$ cat src/rtl/down_counter.sv
// Loadable down-counter with a three-state control FSM (IDLE / RUN / EXPIRED).
// A nonzero load starts a countdown; reaching terminal count either parks the
// counter in EXPIRED (one-shot) or reloads it and keeps running (periodic).
// Every output is a register, so nothing combinational reaches the ports.
module down_counter #(
    parameter int WIDTH       = 8,
    parameter bit AUTO_RELOAD = 1'b0
) (
    input  logic             clk,
    input  logic             reset_n,
    input  logic             load,
    input  logic [WIDTH-1:0] load_value,
    input  logic             enable,
    input  logic             ack,
    output logic [WIDTH-1:0] count,
    output logic             busy,
    output logic             done,
    output logic             expired
);

    typedef enum logic [1:0] {
        IDLE    = 2'd0,
        RUN     = 2'd1,
        EXPIRED = 2'd2
    } state_t;

    localparam logic [WIDTH-1:0] ONE  = WIDTH'(1);
    localparam logic [WIDTH-1:0] ZERO = '0;

    state_t           state_q, state_d;
    logic [WIDTH-1:0] reload_q, reload_d;
    logic [WIDTH-1:0] count_d;
    logic             done_d;

    // Next-state and next-output decode; load always wins over enable and ack.
    always_comb begin
        state_d  = state_q;
        count_d  = count;
        reload_d = reload_q;
        done_d   = 1'b0;

        if (load) begin
            count_d  = load_value;
            reload_d = load_value;
            state_d  = (load_value != ZERO) ? RUN : IDLE;
        end else begin
            case (state_q)
                RUN: begin
                    if (enable) begin
                        if (count > ONE) begin
                            count_d = count - ONE;
                        end else if (count == ONE) begin
                            // Terminal count: pulse done, then reload or park.
                            done_d = 1'b1;
                            if (AUTO_RELOAD) begin
                                count_d = reload_q;
                            end else begin
                                count_d = ZERO;
                                state_d = EXPIRED;
                            end
                        end
                        // count == 0 cannot occur in RUN; nothing decrements from 0.
                    end
                end
                EXPIRED: begin
                    if (ack) begin
                        state_d = IDLE;
                    end
                end
                default: begin
                    // IDLE: hold everything, enable and ack are ignored.
                end
            endcase
        end
    end

    // State, count and registered flags; busy/expired mirror the next state so
    // they line up with the state register on the same edge.
    always_ff @(posedge clk or negedge reset_n) begin
        if (!reset_n) begin
            state_q  <= IDLE;
            count    <= ZERO;
            reload_q <= ZERO;
            busy     <= 1'b0;
            done     <= 1'b0;
            expired  <= 1'b0;
        end else begin
            state_q  <= state_d;
            count    <= count_d;
            reload_q <= reload_d;
            busy     <= (state_d == RUN);
            done     <= done_d;
            expired  <= (state_d == EXPIRED);
        end
    end

endmodule
$ cat config.mk
export PLATFORM = sky130hd
export DESIGN_NAME = down_counter
export DESIGN_NICKNAME = d
export VERILOG_FILES = /design/src/rtl/down_counter.sv
export SDC_FILE = /design/constraint.sdc
export NUM_CORES = 1
export LEC_CHECK = 0
export BUFFER_PORTS_ARGS = -buffer_cell sky130_fd_sc_hd__buf_2
export CELL_PAD_IN_SITES_DETAIL_PLACEMENT = 1
export CELL_PAD_IN_SITES_GLOBAL_PLACEMENT = 1
export CORE_MARGIN = 2
export CORE_UTILIZATION = 33
export DETAILED_ROUTE_END_ITERATION = 8
export PLACE_DENSITY = 0.72
export SLEW_MARGIN = 20
export SYNTH_ARGS = -nofsm -noshare
export SYNTH_HDL_FRONTEND = slang
export SYNTH_SLANG_ARGS = --single-unit
$ cat constraint.sdc
create_clock -name clk -period 1.7 [get_ports clk]
set_clock_uncertainty 0.05 [all_clocks]
set_input_delay 0.085 -clock clk [delete_from_list [all_inputs] [get_ports clk]]
set_output_delay 0.085 -clock clk [all_outputs]
set_load 0.1 [all_outputs]
==> Word level (Yosys, flattened, before mapping) <==
Index checks and enable logic that the tools add are counted.
{ "classes": {"eq_ne": 5, "add_sub_neg": 1, "order_cmp": 1, "n_reduce_logical": 5, "muxes": 17} }
{ "op_table": {"columns": ["operator", "count"], "rows": [
  ["8-bit 2-to-1 mux", 5],
  ["2-bit 2-to-1 mux", 5],
  ["8-bit by 1-bit == test with 1-bit output, second input constant", 1],
  ["8-bit by 1-bit > comparator with 1-bit output, second input constant", 1],
  ["8-bit nonzero test", 1],
  ["8-bit by 1-bit subtractor with 8-bit output, second input constant", 1],
  ["1-bit 2-to-1 mux", 6],
  ["2-bit by 1-bit == test with 1-bit output, second input constant", 2],
  ["2-bit == test, second input constant", 2],
  ["2-bit case mux with 2 select lines", 1],
  ["2-bit nonzero test", 2],
  ["3-bit AND reduction", 1],
  ["3-bit nonzero test", 1]
]} }
{ "word_totals": {"regBits": 13, "output_inout_bits": 11, "inputBits": 13, "elab_cells": 34} }

==> Logic depth before layout (Yosys ltp) <==
{ "logic_depth": {"ltp_word": 7, "ltp_mapped": 6, "depth_no_buf": 6} }

==> Least setup slack after synthesis <==
No wires, ideal clock.
{ "synth_path": {"kind": "reg2reg", "start": "reg count[1]", "end": "reg count[5]", "stages_incl_launch_ff": 7, "n_path_buf": 0, "setup_time_ns": 0.069, "t_required_ns": 1.581, "t_arrival_ns": 2.358, "slack_ns": -0.777, "synth_period_minus_slack_ns": 2.477, "path_cell_list": "dfrtp_1 > inv_1 > ha_1 > or2_1 > a311o_2 > nor4_1 > a221o_1"} }
{ "synth_via": {"elab_chain_len": 5, "word_cells_on_any_way": 9, "classes_between": "add/sub: 1; order compare: 1; eq/ne: 1; mux: 4; reduce/logical: 2"} }
{ "synth_lines": {"columns": ["item", "line", "source"], "rows": [
  ["start, declared", "15", "output logic [WIDTH-1:0] count,"],
  ["start signal, assigned", "89", "count <= count_d;"],
  ["8-bit by 1-bit subtractor with 8-bit output or 8-bit by 1-bit > comparator with 1-bit output (tied branches)", "51, 50", null],
  ["8-bit 2-to-1 mux", "50", "if (count > ONE) begin"],
  ["8-bit 2-to-1 mux", "49", "if (enable) begin"],
  ["8-bit 2-to-1 mux", "47", "case (state_q)"],
  ["8-bit 2-to-1 mux", "42", "if (load) begin"]
]} }
Parallel ways exist; a longest one is shown, timed or not. The select of a mux whose other input is x is not followed.
A chain may end at the register's enable or synchronous reset.

==> Worst setup path after layout <==
Same ends and word-level chain as after synthesis.

==> out/qor.yml <==
outcome:
  status: "finished, violations left"
  violations: "setup timing"
global_routing:
  grt_max_degree: 15
  grt_pass1_vias: 893
  grtUsageMet1_pct: 28.22
  grt_overflow: 0
  grt.busiest_layer: "met2"
  grt_usage_pct: 20.83
  grt_pass1_wl_mm: 4.271
  antenna_found_initial: 0
  met3_usage_pct: 2.825
  use_met2_pct: 34.57
sta:
  setup_violations: 3
  fmax_ghz: 0.5542
  finalHoldViolCount: 0
  fin_crit_ns: 1.804
  slew_headroom_pct: 67.44
  worst_pin_slew_ns: 0.4918
  timing.final.crit_share_pct: 106.1
  finalMaxSlewViolations: 0
  fin_ws_ns: -0.1045
  rsz0062_at_grt: "yes"
power_and_ir_drop:
  combPwrFrac_pct: 45.5
  internal_power_w: 0.0005875
  sequentialPowerShare_pct: 35.8
  p_switching_w: 0.0004985
  p_leak_nw: 0.5442
  switching_share_pct: 45.90
  power_density_nw_per_um2: 840.3
  ir_worst_vdd_v: 0.0004989
  clockPowerShare_pct: 18.7
place:
  dpl_worst_slack_ns: -0.05255
  numPortBuffers: 23
  place.gp.congestion: 0.8749
  dp_hpwl_mm: 1.855
die:
  rows: 17
  ios: 24
  start_util_pct: 35.63
  core_area_um2: 2255
  die_area_um2: 2845
  die_h_um: 53.34
  dieWidth_um: 53.34
detailed_routing:
  first_pass_iters: 4
  wl_per_cell_um: 17.15
  drtAntennaViolNets: 0
  dr_total_vias: 868
  wirelength_mm: 2.727
  drt_iter0_markers: 24
  drc: 0
  viasPerCell: 5.459
run:
  maxCapViolations: 0
yosys:
  ys_ff_latch: 13
  ys_types: 37
  synth_most_common_cell: "dfrtp_1"
  synth_common_cells: "13 x dfrtp_1, 8 x nor2_1, 6 x inv_1"
  synth_top_area_share_pct: 40.50
  synth_top_area_cell: "dfrtp_1"
  async_reset_ff_share_pct: 100.0
  synth_cells: 82
  seq_area_frac_synth_pct: 40.50
  synth_top_cells_by_area: "dfrtp_1 40%, ha_1 6.2%, a221o_1 3.7%"
  synth_warnings: 0
  syn_nets: 99
  synth_edf_count: 0
  syn_area_per_cell_um2: 9.796
  synth_flop_cell: "dfrtp_1"
  synth_area_um2: 803.3
clock_network:
  htreeDepth: 1
  clock_latency_ns: 0.28
  clk_pin_slew_ns: 0.09
  cts_buffers: 3
  tritoncts: "done"
  clockBufferDepth: 2
  root_buffer: "clkbuf_4"
  clock_sink_count: 13
worst_setup_path:
  r2r_cells: 4
  arrival_ns: 1.92
  crit_type: "flip-flop to flip-flop"
  critPathLaunchType: "flip-flop"
  critPathRequiredTime_ns: 1.82
  worstPathMaxFanout: 3
  end_kind: "flip-flop"
layout:
  final_nets: 149
  area_delta_synth_final_pct: 60.90
  fin_util_pct: 57.33
  drive_above_1_share_pct: 57.25
  antennaDiodeCount: 0
worst_hold_path:
  hold_class: "primary input to flip-flop"
  hold_path_depth: 2
-- flip-flops by register name, indices dropped and copies added (netlist names) --
| name | flops |
|---|---|
| busy | 1 |
| expired | 1 |
| state_q | 2 |
| done | 1 |
| count | 8 |
-- cell type report --
cell class	count	area, um2
Clock buffer	3	22.52
Clock inverter	1	5.005
Fill cell	265	962.2
Inverter	6	25.02
Multi-Input combinational cell	61	543.0
Sequential cell	13	350.3
Tap cell	28	35.03
Timing Repair Buffer	47	311.5
-- routing by layer --
metal,wire (um),vias up
met5,0,-
met4,62,0
li1,-,418
met3,107,8
met1,1247,419
met2,1310,23
-- cell families (layout without fill, tap and decap cells) --
logic type	Yosys count	in the layout	share of synthesized area (%)
simple gates	30	30	22.90
compound gates	25	25	23.36
flops	13	13	40.50
buf+inv	8	57	4.672
fa+ha+maj	4	4	6.231
xor+xnor	1	1	1.091
mux	1	1	1.246
-- final timing paths --
check	startpoint	end	slack (ns)
worst min register to register	count[7]	count[7]	0.59
worst max-delay path	count[1]	count[5]	-0.10
min in group asynchronous	reset_n	done	0.17
worst max register to register	count[1]	count[5]	-0.10
worst min-delay path	load_value[5]	count[5]	0.02
max in group asynchronous	reset_n	count[2]	1.15
-- power by group through the flow --
| stage | Clock, W | Sequential, W | Combinational [W] |
|---|---|---|---|
| after global routing | 0.000226 | 0.000394 | 0.000522 |
| after CTS | 0.000208 | 0.000385 | 0.000455 |
| after global placement | 0 | 0.000391 | 0.000428 |
| after detailed placement | 0 | 0.000391 | 0.000437 |
| after floorplan | 0 | 0.000577 | 0.000121 |
| final | 0.000203 | 0.000389 | 0.000494 |
-- critical path: stages (launching register included) --
cell and delay, ns:
dfrtp_4 0.51, or4_4 0.59, nor2_2 0.15, o22ai_2 0.10, a221o_1 0.29
-- cells in the final DEF (no fill, tap or decap), drive strengths merged, types with 2 or more instances in the layout --
master,instances
a21oi,2
a221o,3
a31oi,2
buf,42
clkbuf,3
dfrtp,13
dlygate4sd3,5
ha,4
inv,6
nand2,5
nor2,9
nor2b,2
nor3,2
nor4,4
o21ai,6
o22ai,2
o311ai,2
or4,4
-- stage by stage --
step           hold WS (ns)  total power, W  std cells  area, um2   TNS (ns)
2_1_floorplan       -0.2606       0.0006984         82      850.8    -0.6192
3_3_place_gp       -0.05733       0.0008194        144       1084  -0.003871
3_5_place_dp       -0.05029       0.0008288        144       1084   -0.05255
4_1_cts             0.01264        0.001048        153       1176   -0.09023
5_1_grt             0.01585        0.001141        159       1292    -0.5969
6_report            0.02160        0.001086        159       1292    -0.1715
-- what timing repair did --
item,4_1_cts,5_1_grt
endpoints found under the hold margin,17,0
gates resized for setup,2,15
pin swaps,0,6
setup buffers,0,6
endpoints found under the setup margin,2,9
hold buffers,5,0
Note: power is estimated with default switching activity, not from simulation.
